<file path="config.mk">
export PLATFORM = sky130hd
export DESIGN_NAME = fb_text_ctrl_flat
export DESIGN_NICKNAME = d
export VERILOG_FILES = /design/src/rtl/fb_text_ctrl_if.sv /design/src/rtl/fb_text_ctrl.sv /design/src/flat_wrapper.sv
export SDC_FILE = /design/constraint.sdc
export NUM_CORES = 1
export LEC_CHECK = 0
export BUFFER_PORTS_ARGS = -buffer_cell sky130_fd_sc_hd__buf_2
export CORE_ASPECT_RATIO = 2
export CORE_MARGIN = 5
export CORE_UTILIZATION = 45
export CTS_BUF_LIST = sky130_fd_sc_hd__clkbuf_8
export DETAILED_ROUTE_END_ITERATION = 10
export PLACE_DENSITY = 0.75
export SLEW_MARGIN = 20
export SYNTH_ARGS = -nofsm -noshare
export SYNTH_HDL_FRONTEND = slang
export SYNTH_SLANG_ARGS = --single-unit
</file>
<file path="constraint.sdc">
create_clock -name px_clk -period 3.4 [get_ports px_clk]
set_clock_uncertainty 0.2 [all_clocks]
set_input_delay 0.51 -clock px_clk [delete_from_list [all_inputs] [get_ports px_clk]]
set_output_delay 0.51 -clock px_clk [all_outputs]
set_load 0.005 [all_outputs]
</file>
<file path="src/rtl/fb_text_ctrl_if.sv">
// Command and framebuffer-write bundle for the text-mode framebuffer controller.
// The master side issues commands; the slave side (the controller) drives the
// framebuffer write port, cursor position and busy status.
interface fb_text_ctrl_if #(
  parameter int AW = 13
);
  logic          i_cmd_valid;
  logic          o_cmd_ready;
  logic [1:0]    i_cmd;
  logic [7:0]    i_data;
  logic [12:0]   i_arg;
  logic          o_fb_we;
  logic [AW-1:0] o_fb_addr;
  logic [7:0]    o_fb_data;
  logic [6:0]    o_cur_x;
  logic [5:0]    o_cur_y;
  logic          o_busy;

  modport master (
    output i_cmd_valid, i_cmd, i_data, i_arg,
    input  o_cmd_ready, o_fb_we, o_fb_addr, o_fb_data, o_cur_x, o_cur_y, o_busy
  );

  modport slave (
    input  i_cmd_valid, i_cmd, i_data, i_arg,
    output o_cmd_ready, o_fb_we, o_fb_addr, o_fb_data, o_cur_x, o_cur_y, o_busy
  );
endinterface

</file>
<file path="src/rtl/fb_text_ctrl.sv">
// Text-mode framebuffer controller: accepts character/cursor/clear/config
// commands and turns them into single-cycle framebuffer write strobes.
// Screen clears and the row wipe on scroll-wrap are multi-cycle fills that
// hold off new commands until the last cell has been written.
module fb_text_ctrl #(
  parameter int         HTILES    = 80,
  parameter int         VTILES    = 60,
  parameter logic [7:0] FILL_CHAR = 8'h20,
  parameter int         AW        = 13
) (
  input  logic        px_clk,
  input  logic        rst,
  fb_text_ctrl_if.slave bus
);

  typedef enum logic [1:0] {
    IDLE     = 2'd0,
    FILL_ALL = 2'd1,
    FILL_ROW = 2'd2
  } state_t;

  localparam logic [6:0]    X_MAX     = 7'(HTILES - 1);
  localparam logic [5:0]    Y_MAX     = 6'(VTILES - 1);
  localparam logic [AW-1:0] HT_W      = AW'(HTILES);
  localparam logic [AW-1:0] CELL_LAST = AW'(HTILES * VTILES - 1);
  localparam logic [AW-1:0] ROW_LAST  = AW'(HTILES - 1);
  localparam logic [AW-1:0] CFG_BASE  = AW'(HTILES * VTILES);

  state_t        state_r, state_s;
  logic [6:0]    cur_x_r, cur_x_s;
  logic [5:0]    cur_y_r, cur_y_s;
  logic          fb_we_r, fb_we_s;
  logic [AW-1:0] fb_addr_r, fb_addr_s;
  logic [7:0]    fb_data_r, fb_data_s;
  logic [AW-1:0] fill_cnt_r, fill_cnt_s;
  logic [7:0]    fill_data_r, fill_data_s;
  logic          ready_s;
  logic          accept_s;
  logic          row_adv_s;
  logic [AW-1:0] cell_addr_s;
  logic [6:0]    arg_x_s;
  logic [5:0]    arg_y_s;
  logic [4:0]    cfg_idx_s;

  // Commands are only taken when idle and never while reset is asserted.
  assign ready_s     = (state_r == IDLE) && !rst;
  assign accept_s    = bus.i_cmd_valid && ready_s;
  assign cell_addr_s = AW'(cur_y_r) * HT_W + AW'(cur_x_r);
  assign arg_x_s     = bus.i_arg[6:0];
  assign arg_y_s     = bus.i_arg[12:7];
  assign cfg_idx_s   = bus.i_arg[4:0];

  assign bus.o_cmd_ready = ready_s;
  assign bus.o_busy      = (state_r != IDLE);
  assign bus.o_fb_we     = fb_we_r;
  assign bus.o_fb_addr   = fb_addr_r;
  assign bus.o_fb_data   = fb_data_r;
  assign bus.o_cur_x     = cur_x_r;
  assign bus.o_cur_y     = cur_y_r;

  // Next-state, cursor and write-port decode for command handling and fills.
  always_comb begin
    state_s     = state_r;
    cur_x_s     = cur_x_r;
    cur_y_s     = cur_y_r;
    fb_we_s     = 1'b0;
    fb_addr_s   = fb_addr_r;
    fb_data_s   = fb_data_r;
    fill_cnt_s  = fill_cnt_r;
    fill_data_s = fill_data_r;
    row_adv_s   = 1'b0;
    case (state_r)
      IDLE: begin
        if (accept_s) begin
          case (bus.i_cmd)
            2'd0: begin
              case (bus.i_data)
                8'h0A: begin
                  cur_x_s   = 7'd0;
                  row_adv_s = 1'b1;
                end
                8'h0D: cur_x_s = 7'd0;
                8'h08: begin
                  if (cur_x_r != 7'd0) begin
                    cur_x_s = cur_x_r - 7'd1;
                  end else begin
                    cur_x_s = cur_x_r;
                  end
                end
                default: begin
                  fb_we_s   = 1'b1;
                  fb_addr_s = cell_addr_s;
                  fb_data_s = bus.i_data;
                  if (cur_x_r == X_MAX) begin
                    cur_x_s   = 7'd0;
                    row_adv_s = 1'b1;
                  end else begin
                    cur_x_s = cur_x_r + 7'd1;
                  end
                end
              endcase
              // Wrapping off the bottom row lands on row 0, which gets wiped.
              if (row_adv_s) begin
                if (cur_y_r < Y_MAX) begin
                  cur_y_s = cur_y_r + 6'd1;
                end else begin
                  cur_y_s    = 6'd0;
                  state_s    = FILL_ROW;
                  fill_cnt_s = {AW{1'b0}};
                end
              end else begin
                cur_y_s = cur_y_r;
              end
            end
            2'd1: begin
              cur_x_s = (arg_x_s > X_MAX) ? X_MAX : arg_x_s;
              cur_y_s = (arg_y_s > Y_MAX) ? Y_MAX : arg_y_s;
            end
            2'd2: begin
              state_s     = FILL_ALL;
              fill_cnt_s  = {AW{1'b0}};
              fill_data_s = bus.i_data;
              cur_x_s     = 7'd0;
              cur_y_s     = 6'd0;
            end
            2'd3: begin
              if (cfg_idx_s < 5'd18) begin
                fb_we_s   = 1'b1;
                fb_addr_s = CFG_BASE + AW'(cfg_idx_s);
                fb_data_s = bus.i_data;
              end else begin
                fb_we_s = 1'b0;
              end
            end
            default: state_s = IDLE;
          endcase
        end else begin
          state_s = IDLE;
        end
      end
      FILL_ALL: begin
        fb_we_s   = 1'b1;
        fb_addr_s = fill_cnt_r;
        fb_data_s = fill_data_r;
        if (fill_cnt_r == CELL_LAST) begin
          state_s    = IDLE;
          fill_cnt_s = {AW{1'b0}};
        end else begin
          fill_cnt_s = fill_cnt_r + AW'(1);
        end
      end
      FILL_ROW: begin
        fb_we_s   = 1'b1;
        fb_addr_s = fill_cnt_r;
        fb_data_s = FILL_CHAR;
        if (fill_cnt_r == ROW_LAST) begin
          state_s    = IDLE;
          fill_cnt_s = {AW{1'b0}};
        end else begin
          fill_cnt_s = fill_cnt_r + AW'(1);
        end
      end
      default: state_s = IDLE;
    endcase
  end

  // State and output registers; reset abandons any fill in progress.
  always_ff @(posedge px_clk) begin
    if (rst) begin
      state_r     <= IDLE;
      cur_x_r     <= 7'd0;
      cur_y_r     <= 6'd0;
      fb_we_r     <= 1'b0;
      fb_addr_r   <= {AW{1'b0}};
      fb_data_r   <= 8'd0;
      fill_cnt_r  <= {AW{1'b0}};
      fill_data_r <= 8'd0;
    end else begin
      state_r     <= state_s;
      cur_x_r     <= cur_x_s;
      cur_y_r     <= cur_y_s;
      fb_we_r     <= fb_we_s;
      fb_addr_r   <= fb_addr_s;
      fb_data_r   <= fb_data_s;
      fill_cnt_r  <= fill_cnt_s;
      fill_data_r <= fill_data_s;
    end
  end

endmodule
</file>
<file path="src/flat_wrapper.sv">
// flat-port wrapper written by rule: the top's interface ports become plain ports
module fb_text_ctrl_flat 
#(
  parameter int         HTILES    = 80,
  parameter int         VTILES    = 60,
  parameter logic [7:0] FILL_CHAR = 8'h20,
  parameter int         AW        = 13
)
  (px_clk, rst, bus_i_cmd_valid, bus_i_cmd, bus_i_data, bus_i_arg, bus_o_cmd_ready, bus_o_fb_we, bus_o_fb_addr, bus_o_fb_data, bus_o_cur_x, bus_o_cur_y, bus_o_busy);
  fb_text_ctrl_if #(.AW(AW)) bus_i ();
  input  logic px_clk;
  input  logic rst;
  input wire logic [$bits(bus_i.i_cmd_valid)-1:0] bus_i_cmd_valid;
  input wire logic [$bits(bus_i.i_cmd)-1:0] bus_i_cmd;
  input wire logic [$bits(bus_i.i_data)-1:0] bus_i_data;
  input wire logic [$bits(bus_i.i_arg)-1:0] bus_i_arg;
  output wire logic [$bits(bus_i.o_cmd_ready)-1:0] bus_o_cmd_ready;
  output wire logic [$bits(bus_i.o_fb_we)-1:0] bus_o_fb_we;
  output wire logic [$bits(bus_i.o_fb_addr)-1:0] bus_o_fb_addr;
  output wire logic [$bits(bus_i.o_fb_data)-1:0] bus_o_fb_data;
  output wire logic [$bits(bus_i.o_cur_x)-1:0] bus_o_cur_x;
  output wire logic [$bits(bus_i.o_cur_y)-1:0] bus_o_cur_y;
  output wire logic [$bits(bus_i.o_busy)-1:0] bus_o_busy;
  assign bus_i.i_cmd_valid = bus_i_cmd_valid;
  assign bus_i.i_cmd = bus_i_cmd;
  assign bus_i.i_data = bus_i_data;
  assign bus_i.i_arg = bus_i_arg;
  assign bus_o_cmd_ready = bus_i.o_cmd_ready;
  assign bus_o_fb_we = bus_i.o_fb_we;
  assign bus_o_fb_addr = bus_i.o_fb_addr;
  assign bus_o_fb_data = bus_i.o_fb_data;
  assign bus_o_cur_x = bus_i.o_cur_x;
  assign bus_o_cur_y = bus_i.o_cur_y;
  assign bus_o_busy = bus_i.o_busy;
  fb_text_ctrl #(.HTILES(HTILES), .VTILES(VTILES), .FILL_CHAR(FILL_CHAR), .AW(AW)) u_core (.px_clk(px_clk), .rst(rst), .bus(bus_i));
endmodule
</file>
==> metrics.md <==
| Metric | Value |
|---|---|
| Sw Ratio | `between 20% and 30%` |
| NetSw | `approximately 0.46 mW` |
| Global-route wire length before repair | `19000 microns` |
| Worst slew pin tran | `approximately 0.9 ns` |
| Fmax | `0.359 GHz` |
| Avg WL per Cell | `17.4 microns` |
| Fillers | `858` |
| CORE AREA | `0.00865 sq mm` |
| Nets | `607` |
| Post-CTS Repair Setup Buffers | `0` |
| Final hold violation count | `0` |
| Clk_lat worst skew | `0.35 ns` |
| Initial Util | `46.3%` |
| Final cycle utilization of the critical path | `approximately four fifths` |
| Total gr overflow | `0` |
| Violation count after the first detailed-route iteration | `about 330` |
| CP Class | `reg -> reg` |
| P_leak | `1.88 nW` |
| Internal | `1.20 mW` |
| Drc violations | `0` |
| Sequential share of the synthesized area | `approximately 29%` |
| Final Util | `52.6%` |
| Hold buffers post-CTS | `0` |
| Port Buffers | `a little over 60` |
| Vias/cell | `a little over 6` |
| Final instance count without filler cells | `roughly 660` |
| I/O pin count | `63` |
| Antenna Violating Nets Remaining | `0` |
| Arrival time worst endpoint | `2.84 ns` |
| Post-placement cell count | `644` |
| Hold Crit Start | `bus_i_data[5]` |
| Post-Synthesis Cells | `504` |
| Seq cells post-synth | `58` |
| Most used DFF post-synth | `dfxtp_1` |
| TritonCTS clock tree | `yes` |
| Clk slew on worst S/H paths | `0.07 ns` |
| Seq pwr share | `43.9%` |
| Most frequent cells in the layout | `buf_2, dfxtp_1, nand2_1` |
| Synthesis-to-layout area growth | `13.7%` |
| Final wirelength | `11500 microns` |
| CP max FO | `8` |
| Setup TNS | `0 ns` |
| Placer Congestion | `0.924` |
| Final min period | `2.79 ns` |
| Root buf cell | `clkbuf_8` |
| Num rows | `48` |
| Clk buf depth | `2` |
| Rel. slew slack | `40.0%` |
| Cell Area, Synth | `0.00400 sq mm` |
| DR vias | `between 4000 and 5000` |
| Cell area power density | `363 mW/mm^2` |
| Largest net degree at the start of global routing | `55` |
| Synth Area per Inst | `7.94 sq um` |
| Startpoint types | `register` |
| Num CTS Buffers | `9` |
| Slew Limit Fails | `0` |
| Hold WS | `approximately 0.25 ns` |
| Syn. warnings | `0` |
| Cell variety after synth | `between 70 and 80` |
| Max Cap Violations | `0` |
| Post-synth EDFFs | `0` |
| Combinational share of power | `15.5%` |
| Die area | `0.0110 sq mm` |
| Ys async rst share | `0%` |
| Reg-to-reg startpoint | `u_core.bus.o_cur_y[3]` |
| Clk sinks | `58` |
| Hold crit path type | `in -> reg` |
| Die Wd | `76.7 microns` |
| Initial antenna violation count | `0` |
| Gr usage total | `21.3%` |
| Worst setup EP type | `register` |
| Total power | `about 1.7 mW` |
| RSZ-0062 raised after global routing | `false` |
| Syn_nets | `approximately 560` |
| Outcome | `finished clean` |
| Vias in the first global route | `between 3000 and 4000` |
| Crit path from | `u_core.bus.o_cur_y[3]` |
| Setup Viol. Count Final | `0` |
| Share of cells above drive strength 1 | `19.0%` |
| N_diodes | `0` |
| Max IR drop VDD | `around 0.26 mV` |
| Die H | `~140 microns` |
| H-Tree Level Count | `3` |
| Drt pass-1 iters | `5` |
| Detailed placer's ending HPWL | `8660 microns` |
| Commonest non-fill, non-tap cell in the layout | `buf_2` |
| WP data required | `3.46 ns` |
| Resize count post-CTS | `0` |
| Clk pwr share | `40.6%` |
synth_stat cells (3+ instances only):
cell       number  area (sq um)
o21ai_2         3          26.3
a21oi_1        36           180
buf_2           6          30.0
a21o_1          5          37.5
nand2_1        55           206
nor2b_1         7          43.8
or4_1           4          30.0
ha_1           24           300
or3_1           5          31.3
or4b_1          4          40.0
nand3b_1        3          22.5
and2_1          7          43.8
mux2i_1        18           180
xnor2_1         5          43.8
a22oi_1         4          30.0
a2bb2oi_1       4          35.0
nand4_1         4          25.0
and3_1          5          31.3
buf_4           3          22.5
nor4_2          3          37.5
a31oi_1         5          31.3
nor2_1         48           180
dfxtp_1        58          1160
a211oi_1        5          37.5
o211ai_1        3          22.5
xor2_1          5          43.8
o211a_1         3          30.0
buf_6           4          45.0
nor3_1         11          55.1
clkbuf_1       15          56.3
o22ai_1         4          25.0
nand3_1        21           105
o21ai_0        37           185
or2_2           3          18.8
inv_1          20          75.1
a311oi_1       10          87.6
flip-flops by register name, indices dropped and copies added, names as in the netlist:
register	cells
u_core.fill_data_r	8
u_core.bus.o_fb_addr	13
u_core.bus.o_cur_y	6
u_core.state_r	2
u_core.bus.o_fb_we	1
u_core.bus.o_cur_x	7
u_core.fill_cnt_r	13
u_core.bus.o_fb_data	8
cell type report:
type                       count  area [sq um]  area share (%)
timing repair buffer          70           383            8.41
sequential                    58          1160            25.5
inverter                      21          78.8            1.73
clock inverter                 3          38.8           0.852
clock buffer                  12           165            3.63
tap                          100           125            2.75
multi-input combinational    395          2600            57.1
path summary, 6_finish.rpt:
path	to	slack [ns]	depth (start not counted)
worst max-delay path	u_core.bus.o_fb_addr[11]	0.61	9
worst min-delay path	u_core.fill_data_r[5]	0.25	3
worst max register to register	u_core.bus.o_fb_addr[11]	0.61	9
worst min register to register	u_core.fill_data_r[5]	0.26	2
per-stage QoR:
| stage | cell area (sq um) | setup slack, ns |
|---|---|---|
| floorplan | 4000 | 0.822 |
| global placement | 4350 | 0.766 |
| detailed placement | 4350 | 0.638 |
| CTS | 4550 | 0.622 |
| global route | 4550 | 0.379 |
| finish | 4550 | 0.615 |
per-layer routing:
metal  global-route usage (%)  up-vias  routed length (microns)
met1                     22.0     1896                     4250
met2                     39.0      154                     6180
met4                     12.2        0                      507
li1                         -     1930                        -
met3                     4.58       41                      525
met5                        0        -                        0
worst max-delay path, stage by stage, from the launching register on:
cell	delay, ns
dfxtp_1	0.45
ha_1	0.28
ha_1	0.23
fa_1	0.40
a21o_1	0.20
a21oi_1	0.17
xor2_1	0.23
and3_1	0.19
o21ai_0	0.07
a311oi_1	0.27
power by group through the flow:
stage	Sequential (mW)	Clock, mW	Combinational (mW)
3_5_place_dp	0.740	0	0.255
3_3_place_gp	0.739	0	0.249
2_1_floorplan	0.734	0	0.167
4_1_cts	0.725	0.688	0.256
6_report	0.725	0.671	0.256
5_1_grt	0.728	0.720	0.284
cell families after synthesis:
group | count (synthesis) | synth area share (%)
DFF | 58 | 29.0
muxes | 19 | 4.78
buffers and inverters | 51 | 6.03
AOI/OAI and AO/OA | 142 | 23.7
and+or+nand+nor | 198 | 25.8
xor gates and xnor gates | 10 | 2.19
adders and majority gates | 26 | 8.50
Note: power is estimated with default switching activity, not from simulation.
